--- config.mk ---
export PLATFORM = sky130hd
export DESIGN_NAME = hazard_controller_flat
export DESIGN_NICKNAME = d
export VERILOG_FILES = /design/src/rtl/hazard_controller_if.sv /design/src/rtl/hazard_controller.sv /design/src/flat_wrapper.sv
export SDC_FILE = /design/constraint.sdc
export NUM_CORES = 1
export LEC_CHECK = 0
export CAP_MARGIN = 30
export CORE_UTILIZATION = 43
export CTS_CLUSTER_SIZE = 16
export DETAILED_ROUTE_END_ITERATION = 16
export PLACE_DENSITY = 0.81
export RECOVER_POWER = 25
export SLEW_MARGIN = 0
export SYNTH_ARGS = -nofsm -noshare
export SYNTH_HDL_FRONTEND = slang
export SYNTH_SLANG_ARGS = --single-unit
--- constraint.sdc ---
create_clock -name clk -period 2.6 [get_ports clk]
set_input_delay 0.52 -clock clk [delete_from_list [all_inputs] [get_ports clk]]
set_output_delay 0.52 -clock clk [all_outputs]
set_load 0.05 [all_outputs]
--- src/rtl/hazard_controller_if.sv ---
//------------------------------------------------------------------------------
// Module  : hazard_controller_if
// Brief   : Datapath <-> hazard controller signal bundle (hazard inputs,
//           pipeline enables/flushes, forwarding selects, stall counter).
// Rev     : 1.0  initial release
//------------------------------------------------------------------------------
`default_nettype none

interface hazard_controller_if;
    logic [4:0]  Rs1D;
    logic [4:0]  Rs2D;
    logic [4:0]  Rs1E;
    logic [4:0]  Rs2E;
    logic [4:0]  RdE;
    logic        RegWriteE;
    logic [2:0]  ResultSrcE;
    logic        MduE;
    logic        PCSrcE;
    logic [4:0]  RdM;
    logic [4:0]  RdW;
    logic        RegWriteM;
    logic        RegWriteW;
    logic        enF;
    logic        enFD;
    logic        enDE;
    logic        enEM;
    logic        flushFD;
    logic        flushDE;
    logic        flushEM;
    logic [1:0]  ForwardAE;
    logic [1:0]  ForwardBE;
    logic [31:0] stall_count;

    // Datapath side
    modport master (
        output Rs1D, Rs2D, Rs1E, Rs2E, RdE, RegWriteE, ResultSrcE, MduE, PCSrcE,
               RdM, RdW, RegWriteM, RegWriteW,
        input  enF, enFD, enDE, enEM, flushFD, flushDE, flushEM,
               ForwardAE, ForwardBE, stall_count
    );

    // Controller side
    modport slave (
        input  Rs1D, Rs2D, Rs1E, Rs2E, RdE, RegWriteE, ResultSrcE, MduE, PCSrcE,
               RdM, RdW, RegWriteM, RegWriteW,
        output enF, enFD, enDE, enEM, flushFD, flushDE, flushEM,
               ForwardAE, ForwardBE, stall_count
    );
endinterface

`default_nettype wire

--- src/rtl/hazard_controller.sv ---
//------------------------------------------------------------------------------
// Module  : hazard_controller
// Brief   : Load-use stall, branch flush, MDU hold FSM and EX forwarding for a
//           five-stage pipeline, plus a stalled-fetch cycle counter.
// Rev     : 1.0  initial release
//------------------------------------------------------------------------------
`default_nettype none

module hazard_controller #(
    parameter int          MDU_LATENCY = 4,
    parameter logic [2:0]  LOAD_SRC    = 3'b001
) (
    input  wire logic          clk,
    input  wire logic          reset,
    hazard_controller_if.slave bus
);

    localparam int                 c_CNT_W    = $clog2(MDU_LATENCY);
    localparam logic [c_CNT_W-1:0] c_CNT_LAST = c_CNT_W'(MDU_LATENCY - 1);

    typedef enum logic [0:0] {
        RUN      = 1'b0,
        MDU_BUSY = 1'b1
    } state_t;

    state_t             r_state;
    logic [c_CNT_W-1:0] r_cnt;
    logic [31:0]        r_stall_count;

    logic w_lw_stall;
    logic w_mdu_hold;
    logic w_enF, w_enFD, w_enDE, w_enEM;
    logic w_flushFD, w_flushDE, w_flushEM;
    logic [1:0] w_fwd_a, w_fwd_b;

    // x0 is never a real producer, so it neither forwards nor stalls.
    function automatic logic [1:0] fwd_sel(input logic [4:0] rs);
        if (bus.RegWriteM && (bus.RdM != 5'd0) && (rs == bus.RdM))
            return 2'b10;
        else if (bus.RegWriteW && (bus.RdW != 5'd0) && (rs == bus.RdW))
            return 2'b01;
        else
            return 2'b00;
    endfunction

    assign w_lw_stall = (bus.ResultSrcE == LOAD_SRC) && bus.RegWriteE &&
                        (bus.RdE != 5'd0) &&
                        ((bus.Rs1D == bus.RdE) || (bus.Rs2D == bus.RdE));

    assign w_mdu_hold = ((r_state == RUN) && bus.MduE) ||
                        ((r_state == MDU_BUSY) && (r_cnt != c_CNT_LAST));

    always_comb begin
        w_enF     = 1'b1;
        w_enFD    = 1'b1;
        w_enDE    = 1'b1;
        w_enEM    = 1'b1;
        w_flushFD = 1'b0;
        w_flushDE = 1'b0;
        w_flushEM = 1'b0;
        w_fwd_a   = 2'b00;
        w_fwd_b   = 2'b00;
        if (reset) begin
            w_fwd_a = fwd_sel(bus.Rs1E);
            w_fwd_b = fwd_sel(bus.Rs2E);
            // The MDU op itself must never be flushed, so the hold outranks a branch.
            if (w_mdu_hold) begin
                w_enF     = 1'b0;
                w_enFD    = 1'b0;
                w_enDE    = 1'b0;
                w_flushEM = 1'b1;
            end else if (bus.PCSrcE) begin
                w_flushFD = 1'b1;
                w_flushDE = 1'b1;
            end else if (w_lw_stall) begin
                w_enF     = 1'b0;
                w_enFD    = 1'b0;
                w_flushDE = 1'b1;
            end
        end
    end

    always_ff @(posedge clk or negedge reset) begin
        if (!reset) begin
            r_state       <= RUN;
            r_cnt         <= '0;
            r_stall_count <= '0;
        end else begin
            if (!w_enF)
                r_stall_count <= r_stall_count + 32'd1;
            case (r_state)
                RUN: begin
                    if (bus.MduE) begin
                        r_state <= MDU_BUSY;
                        r_cnt   <= c_CNT_W'(1);
                    end
                end
                MDU_BUSY: begin
                    // The last count is the release cycle; MduE is ignored here.
                    if (r_cnt == c_CNT_LAST) begin
                        r_state <= RUN;
                        r_cnt   <= '0;
                    end else begin
                        r_cnt   <= r_cnt + c_CNT_W'(1);
                    end
                end
                default: begin
                    r_state <= RUN;
                    r_cnt   <= '0;
                end
            endcase
        end
    end

    assign bus.enF         = w_enF;
    assign bus.enFD        = w_enFD;
    assign bus.enDE        = w_enDE;
    assign bus.enEM        = w_enEM;
    assign bus.flushFD     = w_flushFD;
    assign bus.flushDE     = w_flushDE;
    assign bus.flushEM     = w_flushEM;
    assign bus.ForwardAE   = w_fwd_a;
    assign bus.ForwardBE   = w_fwd_b;
    assign bus.stall_count = r_stall_count;

endmodule

`default_nettype wire

--- src/flat_wrapper.sv ---
// flat-port wrapper written by rule: the top's interface ports become plain ports
module hazard_controller_flat 
#(
    parameter int          MDU_LATENCY = 4,
    parameter logic [2:0]  LOAD_SRC    = 3'b001
)
  (clk, reset, bus_Rs1D, bus_Rs2D, bus_Rs1E, bus_Rs2E, bus_RdE, bus_RegWriteE, bus_ResultSrcE, bus_MduE, bus_PCSrcE, bus_RdM, bus_RdW, bus_RegWriteM, bus_RegWriteW, bus_enF, bus_enFD, bus_enDE, bus_enEM, bus_flushFD, bus_flushDE, bus_flushEM, bus_ForwardAE, bus_ForwardBE, bus_stall_count);
  hazard_controller_if bus_i ();
  input  wire logic clk;
  input  wire logic reset;
  input wire logic [$bits(bus_i.Rs1D)-1:0] bus_Rs1D;
  input wire logic [$bits(bus_i.Rs2D)-1:0] bus_Rs2D;
  input wire logic [$bits(bus_i.Rs1E)-1:0] bus_Rs1E;
  input wire logic [$bits(bus_i.Rs2E)-1:0] bus_Rs2E;
  input wire logic [$bits(bus_i.RdE)-1:0] bus_RdE;
  input wire logic [$bits(bus_i.RegWriteE)-1:0] bus_RegWriteE;
  input wire logic [$bits(bus_i.ResultSrcE)-1:0] bus_ResultSrcE;
  input wire logic [$bits(bus_i.MduE)-1:0] bus_MduE;
  input wire logic [$bits(bus_i.PCSrcE)-1:0] bus_PCSrcE;
  input wire logic [$bits(bus_i.RdM)-1:0] bus_RdM;
  input wire logic [$bits(bus_i.RdW)-1:0] bus_RdW;
  input wire logic [$bits(bus_i.RegWriteM)-1:0] bus_RegWriteM;
  input wire logic [$bits(bus_i.RegWriteW)-1:0] bus_RegWriteW;
  output wire logic [$bits(bus_i.enF)-1:0] bus_enF;
  output wire logic [$bits(bus_i.enFD)-1:0] bus_enFD;
  output wire logic [$bits(bus_i.enDE)-1:0] bus_enDE;
  output wire logic [$bits(bus_i.enEM)-1:0] bus_enEM;
  output wire logic [$bits(bus_i.flushFD)-1:0] bus_flushFD;
  output wire logic [$bits(bus_i.flushDE)-1:0] bus_flushDE;
  output wire logic [$bits(bus_i.flushEM)-1:0] bus_flushEM;
  output wire logic [$bits(bus_i.ForwardAE)-1:0] bus_ForwardAE;
  output wire logic [$bits(bus_i.ForwardBE)-1:0] bus_ForwardBE;
  output wire logic [$bits(bus_i.stall_count)-1:0] bus_stall_count;
  assign bus_i.Rs1D = bus_Rs1D;
  assign bus_i.Rs2D = bus_Rs2D;
  assign bus_i.Rs1E = bus_Rs1E;
  assign bus_i.Rs2E = bus_Rs2E;
  assign bus_i.RdE = bus_RdE;
  assign bus_i.RegWriteE = bus_RegWriteE;
  assign bus_i.ResultSrcE = bus_ResultSrcE;
  assign bus_i.MduE = bus_MduE;
  assign bus_i.PCSrcE = bus_PCSrcE;
  assign bus_i.RdM = bus_RdM;
  assign bus_i.RdW = bus_RdW;
  assign bus_i.RegWriteM = bus_RegWriteM;
  assign bus_i.RegWriteW = bus_RegWriteW;
  assign bus_enF = bus_i.enF;
  assign bus_enFD = bus_i.enFD;
  assign bus_enDE = bus_i.enDE;
  assign bus_enEM = bus_i.enEM;
  assign bus_flushFD = bus_i.flushFD;
  assign bus_flushDE = bus_i.flushDE;
  assign bus_flushEM = bus_i.flushEM;
  assign bus_ForwardAE = bus_i.ForwardAE;
  assign bus_ForwardBE = bus_i.ForwardBE;
  assign bus_stall_count = bus_i.stall_count;
  hazard_controller #(.MDU_LATENCY(MDU_LATENCY), .LOAD_SRC(LOAD_SRC)) u_core (.clk(clk), .reset(reset), .bus(bus_i));
endmodule
### Yosys cells after proc, flatten, opt, wreduce, memory -nomap -nowiden

Cells that the tools add are included.

* reduce and logical (&&, ||, !) cells: 16
* mux-type cells: 27
* add/subtract/negate cells: 2
* bitwise operators: 1
* equality and inequality tests: 10

Operators with widths (number)
* adder 32 x 1 -> 32 bit, second input constant: 1
* == test 5 bit: 6
* two-way mux 1 bit: 19
* nonzero test 5 bit: 3
* two-way mux 2 bit: 6
* logical AND 1 bit: 11
* inequality test 2 bit, second input constant: 2
* case mux 2 bit (2 select lines): 1
* == test 3 x 1 -> 1 bit, second input constant: 1
* adder 2 x 1 -> 2 bit, second input constant: 1
* == test 2 bit, second input constant: 1
* logical OR 1 bit: 2
* case mux 1 bit (2 select lines): 1
* inverter 1 bit: 1

* input bits: 45
* register bits: 35

### Longest topological paths before layout

Gate-level depths: netlist of the first run.

* depth in word-level cells: 8
* depth in mapped cells: 7

### Worst setup path after synthesis of the first run

No wires, ideal clock.

* path type: input port to output port
* start point: in bus_RdM[0]
* end point: out bus_ForwardAE[0]
* arrival: 2409 ps
* stages: 4
* path buffers: 0
* data required time: 2080 ps
* path slack: -329 ps
* path through: or4_1 o21ai_0 nor4_1 nor3_1

* word-level cells in the longest chain between the ends: 5
* elaborated cells on any way between the ends: 6
* classes of those cells: 1 x eq/ne; 2 x mux; 3 x reduce/logical

Ends and longest elaborated chain
* from (decl): RTL line flat_wrapper.sv:20 `input wire logic [$bits(bus_i.RdM)-1:0] bus_RdM;`
* nonzero test 5 bit: RTL line hazard_controller.sv:38 `if (bus.RegWriteM && (bus.RdM != 5'd0) && (rs == bus.RdM))`
* logical AND 1 bit: RTL line hazard_controller.sv:38
* logical AND 1 bit *: RTL line hazard_controller.sv:38
* two-way mux 2 bit *: RTL line hazard_controller.sv:38
* two-way mux 2 bit *: RTL line hazard_controller.sv:63 `if (reset) begin`
* to (decl): RTL line flat_wrapper.sv:31 `output wire logic [$bits(bus_i.ForwardAE)-1:0] bus_ForwardAE;`

Mark *: on every way between the ends. The rest lies on a longest branch, timed or not.

### Worst setup path in the final report of the first run

* start point: in bus_RdW[0]
* end point: out bus_ForwardAE[0]

* word-level cells in the longest chain between the ends: 6
* elaborated cells on any way between the ends: 7
* classes of those cells: 1 x eq/ne; 3 x mux; 3 x reduce/logical

Ends and longest elaborated chain
* from (decl): RTL line flat_wrapper.sv:21 `input wire logic [$bits(bus_i.RdW)-1:0] bus_RdW;`
* nonzero test 5 bit: RTL line hazard_controller.sv:40 `else if (bus.RegWriteW && (bus.RdW != 5'd0) && (rs == bus.RdW))`
* logical AND 1 bit: RTL line hazard_controller.sv:40
* logical AND 1 bit *: RTL line hazard_controller.sv:40
* two-way mux 1 bit *: RTL line hazard_controller.sv:40
* two-way mux 2 bit *: RTL line hazard_controller.sv:38
* two-way mux 2 bit *: RTL line hazard_controller.sv:63

Marked as above.

==> results_tabular.tex, run 1 <==
\begin{tabular}{lr}
\hline
Metric & Value \\
\hline
\multicolumn{2}{l}{\textbf{Run status}} \\
\quad Run status & finished, violations left \\
\quad Violated checks & design-rule violations \\
\multicolumn{2}{l}{\textbf{Clocking}} \\
\quad H-Tree Level Count & 2 \\
\quad Number of buffers added by the clock tree synthesis step & 5 \\
\quad Sink count of the clock tree & 35 \\
\quad Maximum root-to-sink buffer count & 2 \\
\quad Clock latency reported for the late side of the worst-skew pair & 0.29 ns \\
\quad Root Buffer Master & sky130\_fd\_sc\_hd\_\_clkbuf\_8 \\
\quad Hold buffers post-CTS & 0 \\
\quad Clock tree from TritonCTS & yes \\
\quad Clock Pin Slew Worst Setup and Hold Paths & 0.07 ns \\
\multicolumn{2}{l}{\textbf{Floorplan}} \\
\quad Initial core utilization & 0.4622 \\
\quad Chip Width & 71.36 µm \\
\quad Height of the chip & 71.36 µm \\
\quad Core box area & 4474 µm² \\
\quad Total number of placement rows & 24 \\
\quad Area enclosed by the die boundary & 5092 µm² \\
\quad Top Ports & 88 \\
\multicolumn{2}{l}{\textbf{Synthesis}} \\
\quad Number of nets in the synthesized netlist & 257 \\
\quad Post-synthesis sequential area ratio & 0.4235 \\
\quad Most area-hungry cell type in the Yosys netlist & sky130\_fd\_sc\_hd\_\_dfrtp\_1 \\
\quad Mapped Cells & 210 \\
\quad Count of different cell masters after synthesis & 36 \\
\quad Total of flip-flops plus latches after synthesis & 35 \\
\quad Cell area after synthesis & 2068 µm² \\
\quad Top post-synthesis cells by area & sky130\_fd\_sc\_hd\_\_dfrtp\_1 42\%, sky130\_fd\_sc\_hd\_\_xnor2\_1 14\%, sky130\_fd\_sc\_hd\_\_xor2\_1 11\%, sky130\_fd\_sc\_hd\_\_nand2\_1 3.3\%, sky130\_fd\_sc\_hd\_\_nand3\_1 3.1\% \\
\quad Count of synthesis-stage warnings from yosys & 0 \\
\quad Per-instance average area after synthesis & 9.849 µm² \\
\quad Fraction of synthesized cell area taken by the top area cell type & 0.4235 \\
\multicolumn{2}{l}{\textbf{Detailed routing}} \\
\quad Vias after detailed routing & 1864 \\
\quad Number of violations reported at the end of detailed-routing iteration 0 & 83 \\
\quad Vias per std cell & 5.079 \\
\quad Antenna viol nets, final & 0 \\
\quad DRC Markers & 8 \\
\quad Routed len/inst & 14.70 µm \\
\quad Drt pass-1 iters & 10 \\
\quad Total wire length after detailed routing & 5396 µm \\
\multicolumn{2}{l}{\textbf{Worst hold path}} \\
\quad Worst hold path class & in2async \\
\multicolumn{2}{l}{\textbf{Placement}} \\
\quad Detailed Place HPWL & 4196 µm \\
\quad Final Wtd Congestion & 0.8392 \\
\quad Placed Area & 3109 µm² \\
\quad Buffers on Ports & 86 \\
\multicolumn{2}{l}{\textbf{Critical path}} \\
\quad Cell-by-cell listing of the critical path & clkdlybuf4s50\_1 > or4\_1 > o211ai\_1 > buf\_4 > nor3\_2 > buf\_12 \\
\quad Type of destination of the critical path & primary output \\
\quad Crit path max-delay family & buffers and inverters \\
\quad Critical path start-end classification & in2out \\
\quad Critical Path RT & 2.08 ns \\
\quad Arr. time, crit path & 2.02 ns \\
\quad Delay of the slowest cell on the worst path & 0.54 ns \\
\quad CP startpoint kind & input port \\
\quad Number of buffers and inverters on the critical path & 3 \\
\quad Worst Path Max Fanout & 2 \\
\quad Cell with the largest stage delay on the worst path & sky130\_fd\_sc\_hd\_\_or4\_1 \\
\multicolumn{2}{l}{\textbf{Timing}} \\
\quad Slew at the pin closest to its max-slew limit & 0.7470 ns \\
\quad Minimum clock period & 2.543 ns \\
\quad Count of final setup violators & 0 \\
\quad Clock Skew & 0.003634 ns \\
\quad Final Hold Violating Endpoints & 0 \\
\quad Share of the cycle needed by the critical path after routing & 0.9781 \\
\quad Maximum clock frequency & 0.3932 GHz \\
\quad Hold Slack & 0.2145 ns \\
\quad Final Slew Violations & 0 \\
\quad Max-slew headroom at the worst pin & 0.5020 \\
\multicolumn{2}{l}{\textbf{Global route}} \\
\quad Largest net degree at the start of global routing & 20 \\
\quad GRT Total Usage & 0.2162 \\
\quad Antenna violations before repair & 0 \\
\quad Leftover overflow at the end of global routing & 0 \\
\quad Global-route wire length before repair & 8500 µm \\
\quad Number of global-route vias before repair & 1842 \\
\multicolumn{2}{l}{\textbf{Cells and area}} \\
\quad Fillers & 328 \\
\quad Final Cell Area & 3288 µm² \\
\quad Fraction of layout cells with a size suffix above 1 & 0.1492 \\
\quad Layout Area Growth over Synthesis & 58.98\% \\
\quad Final-stage net count & 361 \\
\quad Antenna cell count & 0 \\
\multicolumn{2}{l}{\textbf{Pwr}} \\
\quad Worst IR Drop VDD & 0.5752 mV \\
\quad Power density over cell area & 608.6 nW/µm² \\
\quad Total power draw & 2001 µW \\
\quad Reported leakage power & 0.001448 µW \\
\multicolumn{2}{l}{\textbf{Flow run}} \\
\quad Maxcap violations & 0 \\
\hline
\end{tabular}
## flip-flops by register name, summed over array words and instances (netlist names)
name                    cells
u_core.bus.stall_count     32
u_core.r_cnt                2
u_core.r_state              1
## synthesized netlist by cell type, drive strengths merged
library cell / number
a32o: 1
conb: 1
nor4: 3
and4b: 2
xnor2: 33
clkbuf: 2
nand2b: 2
a22o: 1
nor2: 16
or2b: 2
buf: 3
or4: 4
o22ai: 2
xor2: 27
dfrtp: 35
nor4b: 1
nor3: 7
nor3b: 5
a21oi: 2
inv: 6
nand2: 18
nor2b: 1
mux2: 1
o211ai: 1
a32oi: 2
nand4bb: 1
and3: 5
o21ai: 3
and2: 2
ha: 2
nand3: 13
nand4: 6
## cells by family (layout without fill, tap and decap cells)
group | after synthesis | in the layout | share of synthesized area
simple gates | 88 | 88 | 0.2396
xor+xnor | 60 | 60 | 0.2541
flops | 35 | 35 | 0.4235
compound gates | 12 | 12 | 0.03932
buf+inv | 11 | 116 | 0.02419
fa+ha+maj | 2 | 2 | 0.01210
other cells | 1 | 1 | 0.001813
mux | 1 | 1 | 0.005444
## worst reg2reg max path, cell delays in order (launching register included)
cell                      delay (ns)
sky130_fd_sc_hd__dfrtp_1        0.42
sky130_fd_sc_hd__and3_1         0.24
sky130_fd_sc_hd__nand4_4        0.15
sky130_fd_sc_hd__or4_1          0.61
sky130_fd_sc_hd__or4_1          0.52
sky130_fd_sc_hd__nand3_1        0.11
## cell type report
type | instances | area, µm² | share of cell area
flip-flops and latches | 35 | 875.8 | 0.2664
inverters | 6 | 22.52 | 0.006849
well taps | 52 | 65.06 | 0.01979
multi-input cells | 164 | 1210 | 0.3680
repair buffers | 102 | 997.2 | 0.3033
clock inverters | 2 | 35.03 | 0.01065
clock buffers | 6 | 82.58 | 0.02511
## cells in the final DEF, fill, tap and decap left out, drive strengths merged, types with 6 or more instances in the layout
cell type and count:
nand3 13, inv 6, xor2 27, nor3 7, xnor2 33, nand4 6, dfrtp 35, clkbuf 8
nor2 16, clkdlybuf4s50 70, buf 25, nand2 18
## power by group
part	switching, µW	internal (µW)	leakage, µW
combinational	468	330	0.000919
sequential	82.2	613	0.000467
clock	199	310	0.0000612
total	749	1250	0.00145
## stage by stage
| stage | util | worst slack [ns] | TNS (ns) | instances |
|---|---|---|---|---|
| final | 0.7349 | 0.05689 | 0 | 367 |
| after global routing | 0.7349 | -0.01317 | -0.02621 | 367 |
| after CTS | 0.7310 | 0.01055 | 0 | 366 |
| after detailed placement | 0.6949 | -0.1812 | -0.5435 | 358 |
| after global placement | 0.6949 | -0.1541 | -0.4212 | 358 |
| after floorplan | - | 0.08327 | 0 | 210 |
## worst paths after layout
path | start | endpoint | slack (ns) | depth (start not counted)
worst max-delay path | bus_RdW[0] | bus_ForwardAE[0] | 0.06 | 6
worst min-delay path | reset | u_core.bus.stall_count[17] | 0.21 | 1
worst max register to register | u_core.bus.stall_count[14] | u_core.bus.stall_count[29] | 0.49 | 5
worst min register to register | u_core.bus.stall_count[31] | u_core.bus.stall_count[31] | 0.47 | 1
max in group asynchronous | reset | u_core.bus.stall_count[2] | 1.31 | 2
min in group clk | u_core.bus.stall_count[31] | u_core.bus.stall_count[31] | 0.47 | 1
## layer usage
| layer | global-route usage | share of wire |
|---|---|---|
| met5 | 0 | 0 |
| met4 | 0.05333 | 0.0085 |
| met3 | 0.05204 | 0.068 |
| met2 | 0.3947 | 0.49 |
| met1 | 0.2552 | 0.43 |
## timing repair
action                                  in CTS  in global routing
setup buffers                                0                  1
endpoints found under the setup margin       4                  6
pin swaps                                    5                  5
resized for setup                           13                  4
Note: power is estimated with default switching activity, not from simulation.
==> run 2: changes to the inputs <==
--- a/config.mk
+++ b/config.mk
@@ -5,11 +5,11 @@
 export SDC_FILE = /design/constraint.sdc
 export NUM_CORES = 1
 export LEC_CHECK = 0
-export CAP_MARGIN = 30
-export CORE_UTILIZATION = 43
+export CAP_MARGIN = 0
+export CORE_UTILIZATION = 35
 export CTS_CLUSTER_SIZE = 16
 export DETAILED_ROUTE_END_ITERATION = 16
-export PLACE_DENSITY = 0.81
+export PLACE_DENSITY = 0.68
 export RECOVER_POWER = 25
 export SLEW_MARGIN = 0
 export SYNTH_ARGS = -nofsm -noshare
==> run 2 against run 1 <==
Against the previous run:
- the run now ends clean
- register-to-register slack improved by 0.05 ns
- flip-flop and latch count unchanged
- utilization decreased by 15 points
- power increased by 0.15%
- hold slack got worse by 0.041 ns
- clock power about the same
- combinational power about the same
- critical path type unchanged
- largest cell class unchanged
==> results_tabular.tex, run 2 (synthesis results as in run 1) <==
\begin{tabular}{lr}
\hline
Metric & Value \\
\hline
\multicolumn{2}{l}{\textbf{Run status}} \\
\quad Run status & finished, final reports clean (was finished, violations left) \\
\multicolumn{2}{l}{\textbf{Timing}} \\
\quad Maximum clock frequency & 0.3940 GHz (was 0.3932 GHz) \\
\quad Setup repair after global routing missed its margin & true \\
\quad Slew at the pin closest to its max-slew limit & 0.7312 ns (was 0.7470 ns) \\
\quad Share of the cycle needed by the critical path after routing & 0.9761 (was 0.9781) \\
\quad Minimum clock period & 2.538 ns (was 2.543 ns) \\
\quad Max-slew headroom at the worst pin & 0.5125 (was 0.5020) \\
\quad Clock Skew & 0.008359 ns (was 0.003634 ns) \\
\quad Count of final setup violators & 0 (unchanged) \\
\quad Setup tns final & 0 ns (unchanged) \\
\quad Final Hold Violating Endpoints & 0 (unchanged) \\
\quad Final Slew Violations & 0 (unchanged) \\
\multicolumn{2}{l}{\textbf{Clocking}} \\
\quad Clock Pin Slew Worst Setup and Hold Paths & 0.08 ns (was 0.07 ns) \\
\quad H-Tree Level Count & 2 (unchanged) \\
\quad Clock tree from TritonCTS & yes (unchanged) \\
\quad Number of buffers added by the clock tree synthesis step & 5 (unchanged) \\
\quad Maximum root-to-sink buffer count & 2 (unchanged) \\
\quad Sink count of the clock tree & 35 (unchanged) \\
\quad Hold buffers post-CTS & 0 (unchanged) \\
\quad Clock latency reported for the late side of the worst-skew pair & 0.29 ns (about the same) \\
\quad Root Buffer Master & sky130\_fd\_sc\_hd\_\_clkbuf\_8 (unchanged) \\
\multicolumn{2}{l}{\textbf{Cells and area}} \\
\quad Fillers & 535 (was 328) \\
\quad Final-stage net count & 360 (was 361) \\
\quad Antenna cell count & 0 (unchanged) \\
\quad Flip-flop count of the largest register, all copies and words added & 32 (unchanged) \\
\quad Final Non-Filler Cells & 386 (was 367) \\
\quad Layout Area Growth over Synthesis & 59.35\% (was 58.98\%) \\
\quad Top library cells by usage in the layout, fill and taps aside & 70 x sky130\_fd\_sc\_hd\_\_clkdlybuf4s50\_1, 35 x sky130\_fd\_sc\_hd\_\_dfrtp\_1, 33 x sky130\_fd\_sc\_hd\_\_xnor2\_1 (unchanged) \\
\quad Fraction of layout cells with a size suffix above 1 & 0.1465 (was 0.1492) \\
\quad Utilization after layout & 0.5877 (was 0.7349) \\
\quad Most common cell after layout, fill and taps aside & sky130\_fd\_sc\_hd\_\_clkdlybuf4s50\_1 (unchanged) \\
\multicolumn{2}{l}{\textbf{Floorplan}} \\
\quad Height of the chip & 78.87 µm (was 71.36 µm) \\
\quad Area enclosed by the die boundary & 6220 µm² (was 5092 µm²) \\
\quad Top Ports & 88 (unchanged) \\
\quad Chip Width & 78.87 µm (was 71.36 µm) \\
\quad Core box area & 5608 µm² (was 4474 µm²) \\
\quad Initial core utilization & 0.3688 (was 0.4622) \\
\quad Total number of placement rows & 27 (was 24) \\
\multicolumn{2}{l}{\textbf{Global route}} \\
\quad Antenna violations before repair & 0 (unchanged) \\
\quad Global-route wire length before repair & 8714 µm (was 8500 µm) \\
\quad Largest net degree at the start of global routing & 22 (was 20) \\
\quad GRT Total Usage & 0.1791 (was 0.2162) \\
\quad Leftover overflow at the end of global routing & 0 (unchanged) \\
\quad Number of global-route vias before repair & 1829 (was 1842) \\
\multicolumn{2}{l}{\textbf{Critical path}} \\
\quad CP startpoint kind & input port (unchanged) \\
\quad Delay of the slowest cell on the worst path & 0.55 ns (was 0.54 ns) \\
\quad Critical Path RT & 2.08 ns (about the same) \\
\quad Crit path max-delay family & simple AND/OR/NAND/NOR gates (was buffers and inverters) \\
\quad Cell-by-cell listing of the critical path & dlygate4sd2\_1 > or4\_4 > o21ai\_4 > nor4\_4 > nor3\_2 > buf\_12 (was clkdlybuf4s50\_1 > or4\_1 > o211ai\_1 > buf\_4 > nor3\_2 > buf\_12) \\
\quad Arr. time, crit path & 2.02 ns (about the same) \\
\quad Cell with the largest stage delay on the worst path & sky130\_fd\_sc\_hd\_\_or4\_4 (was sky130\_fd\_sc\_hd\_\_or4\_1) \\
\quad Worst Path Max Fanout & 2 (unchanged) \\
\quad Critical path start-end classification & in2out (unchanged) \\
\quad Type of destination of the critical path & primary output (unchanged) \\
\quad Number of buffers and inverters on the critical path & 2 (was 3) \\
\multicolumn{2}{l}{\textbf{Pwr}} \\
\quad Worst IR Drop VDD & 0.6962 mV (was 0.5752 mV) \\
\quad Power density over cell area & 608.1 nW/µm² (was 608.6 nW/µm²) \\
\quad Reported leakage power & 0.001434 µW (was 0.001448 µW) \\
\multicolumn{2}{l}{\textbf{Detailed routing}} \\
\quad Routed met1 length & 2347 µm (was 2310 µm) \\
\quad Detail Route met2 WL & 2592 µm (was 2668 µm) \\
\quad Vias per std cell & 4.826 (was 5.079) \\
\quad Total wire length after detailed routing & 5333 µm (was 5396 µm) \\
\quad Highest routed metal layer & met4 (unchanged) \\
\quad Antenna viol nets, final & 0 (unchanged) \\
\quad Drt pass-1 iters & 4 (was 10) \\
\quad Vias after detailed routing & 1863 (was 1864) \\
\quad Routed len/inst & 13.82 µm (was 14.70 µm) \\
\quad Met3 wirelength from detailed routing & 364 µm (was 369 µm) \\
\quad DRC Markers & 0 (was 8) \\
\quad Number of violations reported at the end of detailed-routing iteration 0 & 64 (was 83) \\
\multicolumn{2}{l}{\textbf{Placement}} \\
\quad Final Wtd Congestion & 0.8237 (was 0.8392) \\
\quad Buffers on Ports & 86 (unchanged) \\
\quad Detailed Place HPWL & 4134 µm (was 4196 µm) \\
\quad Post-Place Cells & 378 (was 358) \\
\multicolumn{2}{l}{\textbf{Flow run}} \\
\quad Maxcap violations & 0 (unchanged) \\
\multicolumn{2}{l}{\textbf{Worst hold path}} \\
\quad Worst hold path class & in2async (unchanged) \\
\hline
\end{tabular}
[run 2: cell types whose count changed in the layout (fill, tap and decap cells not counted)]
cell                             before  now
sky130_fd_sc_hd__buf_6                1    0
sky130_fd_sc_hd__nor2_2               0    1
sky130_fd_sc_hd__nor3_1               4    5
sky130_fd_sc_hd__dlygate4sd2_1        4    5
sky130_fd_sc_hd__nor2_1              16   15
sky130_fd_sc_hd__nor3_2               3    2
sky130_fd_sc_hd__dlymetal6s2s_1       1    0
[run 2: stage by stage]
| stage | total power, µW | area, µm² | worst slack, ns | hold WS, ns |
|---|---|---|---|---|
| after floorplan | 1172 | 2078 | 0.08327 | 0.2244 |
| after global placement | 1481 | 3134 | -0.1780 | 0.3887 |
| after detailed placement | 1498 | 3134 | -0.2026 | 0.3881 |
| after CTS | 2020 | 3297 | 0.03569 | 0.07486 |
| after global routing | 2096 | 3296 | -0.007780 | 0.2099 |
| final | 2004 | 3296 | 0.06202 | 0.1731 |
[run 2: routing by layer]
| layer | track usage | up-vias |
|---|---|---|
| li1 | - | 917 |
| met1 | 0.2234 | 885 |
| met2 | 0.3130 | 57 |
| met3 | 0.04023 | 4 |
| met4 | 0.04364 | 0 |
| met5 | 0 | - |
[run 2: layout make-up]
cell class | count | area (µm²) | share of cell area
tap | 72 | 90.09 | 0.02733
clock buffer | 6 | 82.58 | 0.02506
sequential | 35 | 875.8 | 0.2658
timing repair buffer | 101 | 982.2 | 0.2980
inverter | 6 | 22.52 | 0.006834
multi-input combinational | 164 | 1207 | 0.3664
clock inverter | 2 | 35.03 | 0.01063
[run 2: repair_timing]
item / in CTS / in global routing
pin swaps: 6 / 3
setup buffers: 0 / 0
endpoints found under the hold margin: 0 / 0
setup endpoints to repair: 6 / 5
resized for setup: 14 / 2
[run 2: worst paths after layout]
check                                           startpoint                          to  slack (ns)  cells after the start
min in group clk                u_core.bus.stall_count[31]  u_core.bus.stall_count[31]        0.47                      1
worst min register to register  u_core.bus.stall_count[31]  u_core.bus.stall_count[31]        0.47                      1
worst max-delay path                            bus_RdM[4]            bus_ForwardBE[0]        0.06                      6
worst min-delay path                                 reset  u_core.bus.stall_count[13]        0.17                      1
worst max register to register  u_core.bus.stall_count[11]  u_core.bus.stall_count[29]        0.54                      5
max in group asynchronous                            reset   u_core.bus.stall_count[6]        1.39                      2
[run 2: power breakdown]
part	leakage (µW)	switching [µW]	internal, µW
clock	0.0000612	201	310
sequential	0.000467	81.8	612
combinational	0.000906	468	330
total	0.00143	751	1250
==> run 3: changes to the inputs <==
--- a/config.mk
+++ b/config.mk
@@ -11,6 +11,7 @@
 export DETAILED_ROUTE_END_ITERATION = 16
 export PLACE_DENSITY = 0.68
 export RECOVER_POWER = 25
+export REMOVE_ABC_BUFFERS = 1
 export SLEW_MARGIN = 0
 export SYNTH_ARGS = -nofsm -noshare
 export SYNTH_HDL_FRONTEND = slang
==> run 3 against run 2 <==
Against the previous run:
- critical path depth increased by 1
- critical endpoint unchanged
- utilization increased by 1.2 points
- highest routed layer unchanged
- non-clock buffer count increased by 4
- largest cell class unchanged
- flip-flop and latch count unchanged
==> results_tabular.tex, run 3 (synthesis results as in run 1) <==
\begin{tabular}{lr}
\hline
Metric & Value \\
\hline
\multicolumn{2}{l}{\textbf{Cells and area}} \\
\quad Layout Area Growth over Synthesis & 62.55\% (was 59.35\%) \\
\quad Antenna cell count & 0 (unchanged) \\
\quad Final Cell Area & 3362 µm² (was 3296 µm²) \\
\quad Most common cell after layout, fill and taps aside & sky130\_fd\_sc\_hd\_\_clkdlybuf4s50\_1 (unchanged) \\
\quad Fillers & 498 (was 535) \\
\quad Final-stage net count & 364 (was 360) \\
\quad Fraction of layout cells with a size suffix above 1 & 0.1698 (was 0.1465) \\
\quad Top library cells by usage in the layout, fill and taps aside & 63 x sky130\_fd\_sc\_hd\_\_clkdlybuf4s50\_1, 35 x sky130\_fd\_sc\_hd\_\_dfrtp\_1, 32 x sky130\_fd\_sc\_hd\_\_xnor2\_1 (was 70 x sky130\_fd\_sc\_hd\_\_clkdlybuf4s50\_1, 35 x sky130\_fd\_sc\_hd\_\_dfrtp\_1, 33 x sky130\_fd\_sc\_hd\_\_xnor2\_1) \\
\quad Flip-flop count of the largest register, all copies and words added & 32 (unchanged) \\
\multicolumn{2}{l}{\textbf{Detailed routing}} \\
\quad Vias per std cell & 4.746 (was 4.826) \\
\quad Number of violations reported at the end of detailed-routing iteration 0 & 56 (was 64) \\
\quad DRC Markers & 0 (unchanged) \\
\quad Routed len/inst & 13.11 µm (was 13.82 µm) \\
\quad Antenna viol nets, final & 0 (unchanged) \\
\quad Total wire length after detailed routing & 5111 µm (was 5333 µm) \\
\quad Drt pass-1 iters & 4 (unchanged) \\
\quad Vias after detailed routing & 1851 (was 1863) \\
\multicolumn{2}{l}{\textbf{Critical path}} \\
\quad Arr. time, crit path & 2.00 ns (was 2.02 ns) \\
\quad Critical Path RT & 2.08 ns (about the same) \\
\quad CP startpoint kind & input port (unchanged) \\
\quad Capturing point of the worst reg2reg path & u\_core.bus.stall\_count[29] (unchanged) \\
\quad Cell depth of the worst flop-to-flop path & 5 (unchanged) \\
\quad FF-to-FF Start & u\_core.bus.stall\_count[11] (unchanged) \\
\quad Delay of the slowest cell on the worst path & 0.55 ns (about the same) \\
\quad Critical path start-end classification & in2out (unchanged) \\
\quad Flop2flop setup slack & 0.54 ns (about the same) \\
\quad Type of destination of the critical path & primary output (unchanged) \\
\quad Cell with the largest stage delay on the worst path & sky130\_fd\_sc\_hd\_\_or4\_4 (unchanged) \\
\quad Cell-by-cell listing of the critical path & dlygate4sd2\_1 > or4\_4 > o21ai\_4 > nor4\_2 > nor3\_1 > buf\_4 > buf\_12 (was dlygate4sd2\_1 > or4\_4 > o21ai\_4 > nor4\_4 > nor3\_2 > buf\_12) \\
\quad Worst Path Max Fanout & 2 (unchanged) \\
\multicolumn{2}{l}{\textbf{Clocking}} \\
\quad Maximum root-to-sink buffer count & 2 (unchanged) \\
\quad Sink count of the clock tree & 35 (unchanged) \\
\quad Hold buffers post-CTS & 0 (unchanged) \\
\quad Clock tree from TritonCTS & yes (unchanged) \\
\quad Root Buffer Master & sky130\_fd\_sc\_hd\_\_clkbuf\_8 (unchanged) \\
\quad Clock latency reported for the late side of the worst-skew pair & 0.29 ns (about the same) \\
\quad Number of buffers added by the clock tree synthesis step & 5 (unchanged) \\
\quad Clock Pin Slew Worst Setup and Hold Paths & 0.08 ns (about the same) \\
\quad H-Tree Level Count & 2 (unchanged) \\
\multicolumn{2}{l}{\textbf{Placement}} \\
\quad Placed Area & 3139 µm² (was 3134 µm²) \\
\quad Buffers on Ports & 86 (unchanged) \\
\quad Final Wtd Congestion & 0.7834 (was 0.8237) \\
\quad Detailed Place HPWL & 3860 µm (was 4134 µm) \\
\multicolumn{2}{l}{\textbf{Pwr}} \\
\quad Clock share of power & 0.242 (was 0.255) \\
\quad Net switching power of the design & 758.6 µW (was 751.1 µW) \\
\quad Power density over cell area & 598.9 nW/µm² (was 608.1 nW/µm²) \\
\quad Logic pwr share & 0.412 (was 0.398) \\
\quad Internal Power & 1255 µW (was 1253 µW) \\
\quad Portion of total power attributed to sequential cells & 0.346 (about the same) \\
\quad Reported leakage power & 0.001552 µW (was 0.001434 µW) \\
\quad Worst IR Drop VDD & 0.8541 mV (was 0.6962 mV) \\
\quad Share of total power consumed by net switching & 0.3767 (was 0.3748) \\
\multicolumn{2}{l}{\textbf{Floorplan}} \\
\quad Total number of placement rows & 27 (unchanged) \\
\quad Area enclosed by the die boundary & 6220 µm² (unchanged) \\
\quad Chip Width & 78.87 µm (unchanged) \\
\quad Height of the chip & 78.87 µm (unchanged) \\
\quad Top Ports & 88 (unchanged) \\
\quad Core box area & 5608 µm² (unchanged) \\
\quad Initial core utilization & 0.3688 (unchanged) \\
\multicolumn{2}{l}{\textbf{Timing}} \\
\quad Max-slew headroom at the worst pin & 0.6121 (was 0.5125) \\
\quad Slew at the pin closest to its max-slew limit & 0.5818 ns (was 0.7312 ns) \\
\quad Count of final setup violators & 0 (unchanged) \\
\quad Setup tns final & 0 ns (unchanged) \\
\quad Final Slew Violations & 0 (unchanged) \\
\quad Setup repair after global routing missed its margin & true (unchanged) \\
\quad Maximum clock frequency & 0.3970 GHz (was 0.3940 GHz) \\
\quad Share of the cycle needed by the critical path after routing & 0.9689 (was 0.9761) \\
\quad Clock Skew & 0.007572 ns (was 0.008359 ns) \\
\quad Minimum clock period & 2.519 ns (was 2.538 ns) \\
\quad Final Hold Violating Endpoints & 0 (unchanged) \\
\multicolumn{2}{l}{\textbf{Global route}} \\
\quad Number of global-route vias before repair & 1748 (was 1829) \\
\quad GRT Total Usage & 0.1721 (was 0.1791) \\
\quad Leftover overflow at the end of global routing & 0 (unchanged) \\
\quad Global-route wire length before repair & 8349 µm (was 8714 µm) \\
\quad Largest net degree at the start of global routing & 26 (was 22) \\
\quad Antenna violations before repair & 0 (unchanged) \\
\multicolumn{2}{l}{\textbf{Flow run}} \\
\quad Maxcap violations & 0 (unchanged) \\
\multicolumn{2}{l}{\textbf{Worst hold path}} \\
\quad Worst hold path class & in2async (unchanged) \\
\multicolumn{2}{l}{\textbf{Run status}} \\
\quad Run status & finished, final reports clean (unchanged) \\
\hline
\end{tabular}
run 3: timing repair:
action	in CTS	in global routing
setup buffers	0	2
pin swaps	7	7
resized for setup	13	16
endpoints found under the hold margin	0	0
endpoints found under the setup margin	7	17
run 3: worst max-delay path: cells and delay by family:
family / cells / cell delay [ns]
simple gates: 3 / 0.80
compound gates: 1 / 0.17
buf+inv: 3 / 0.51
run 3: power by group through the flow:
stage          Clock (µW)  Sequential [µW]  Combinational [µW]
2_1_floorplan           0              838                 320
3_3_place_gp            0              705                 787
3_5_place_dp            0              706                 792
4_1_cts               500              697                 803
6_report              488              696                 829
5_1_grt               521              708                 880
run 3: routing by layer:
metal  GRT usage  vias to the layer above  wire [µm]
met1      0.2275                      859       2323
met2      0.2791                       63       2379
met4     0.04727                        0         35
li1            -                      925          -
met3     0.04368                        4        373
met5           0                        -          0
run 3: area by class of cell:
cell class	count	area, µm²	area share
Clock buffer	5	68.82	0.02047
Clock inverter	3	43.79	0.01303
Inverter	6	22.52	0.006699
Multi-Input combinational cell	164	1215	0.3614
Sequential cell	35	875.8	0.2605
Tap cell	72	90.09	0.02680
Timing Repair Buffer	105	1046	0.3111
run 3: how the worst max path moves through the flow:
stage,start,endpoint,slack (ns)
global placement,bus_RdM[0],bus_ForwardAE[0],-0.20
finish,bus_RdM[4],bus_ForwardBE[0],0.08
CTS,bus_RdM[0],bus_ForwardAE[0],0.002
floorplan,bus_RdM[0],bus_ForwardAE[0],-0.33
global route,bus_Rs1E[4],bus_ForwardAE[0],-0.05
detailed placement,bus_RdM[0],bus_ForwardAE[0],-0.25
run 3: metrics by stage:
step             util  power, µW  setup WS [ns]  hold WS (ns)  instances
2_1_floorplan       -       1158        -0.3286        0.2244        205
3_3_place_gp   0.5598       1491        -0.2041        0.4576        380
3_5_place_dp   0.5598       1498        -0.2487        0.4637        380
4_1_cts        0.5859       2000       0.001939        0.2489        388
5_1_grt        0.5995       2109       -0.05032        0.2597        390
6_report       0.5995       2014        0.08097        0.2420        390
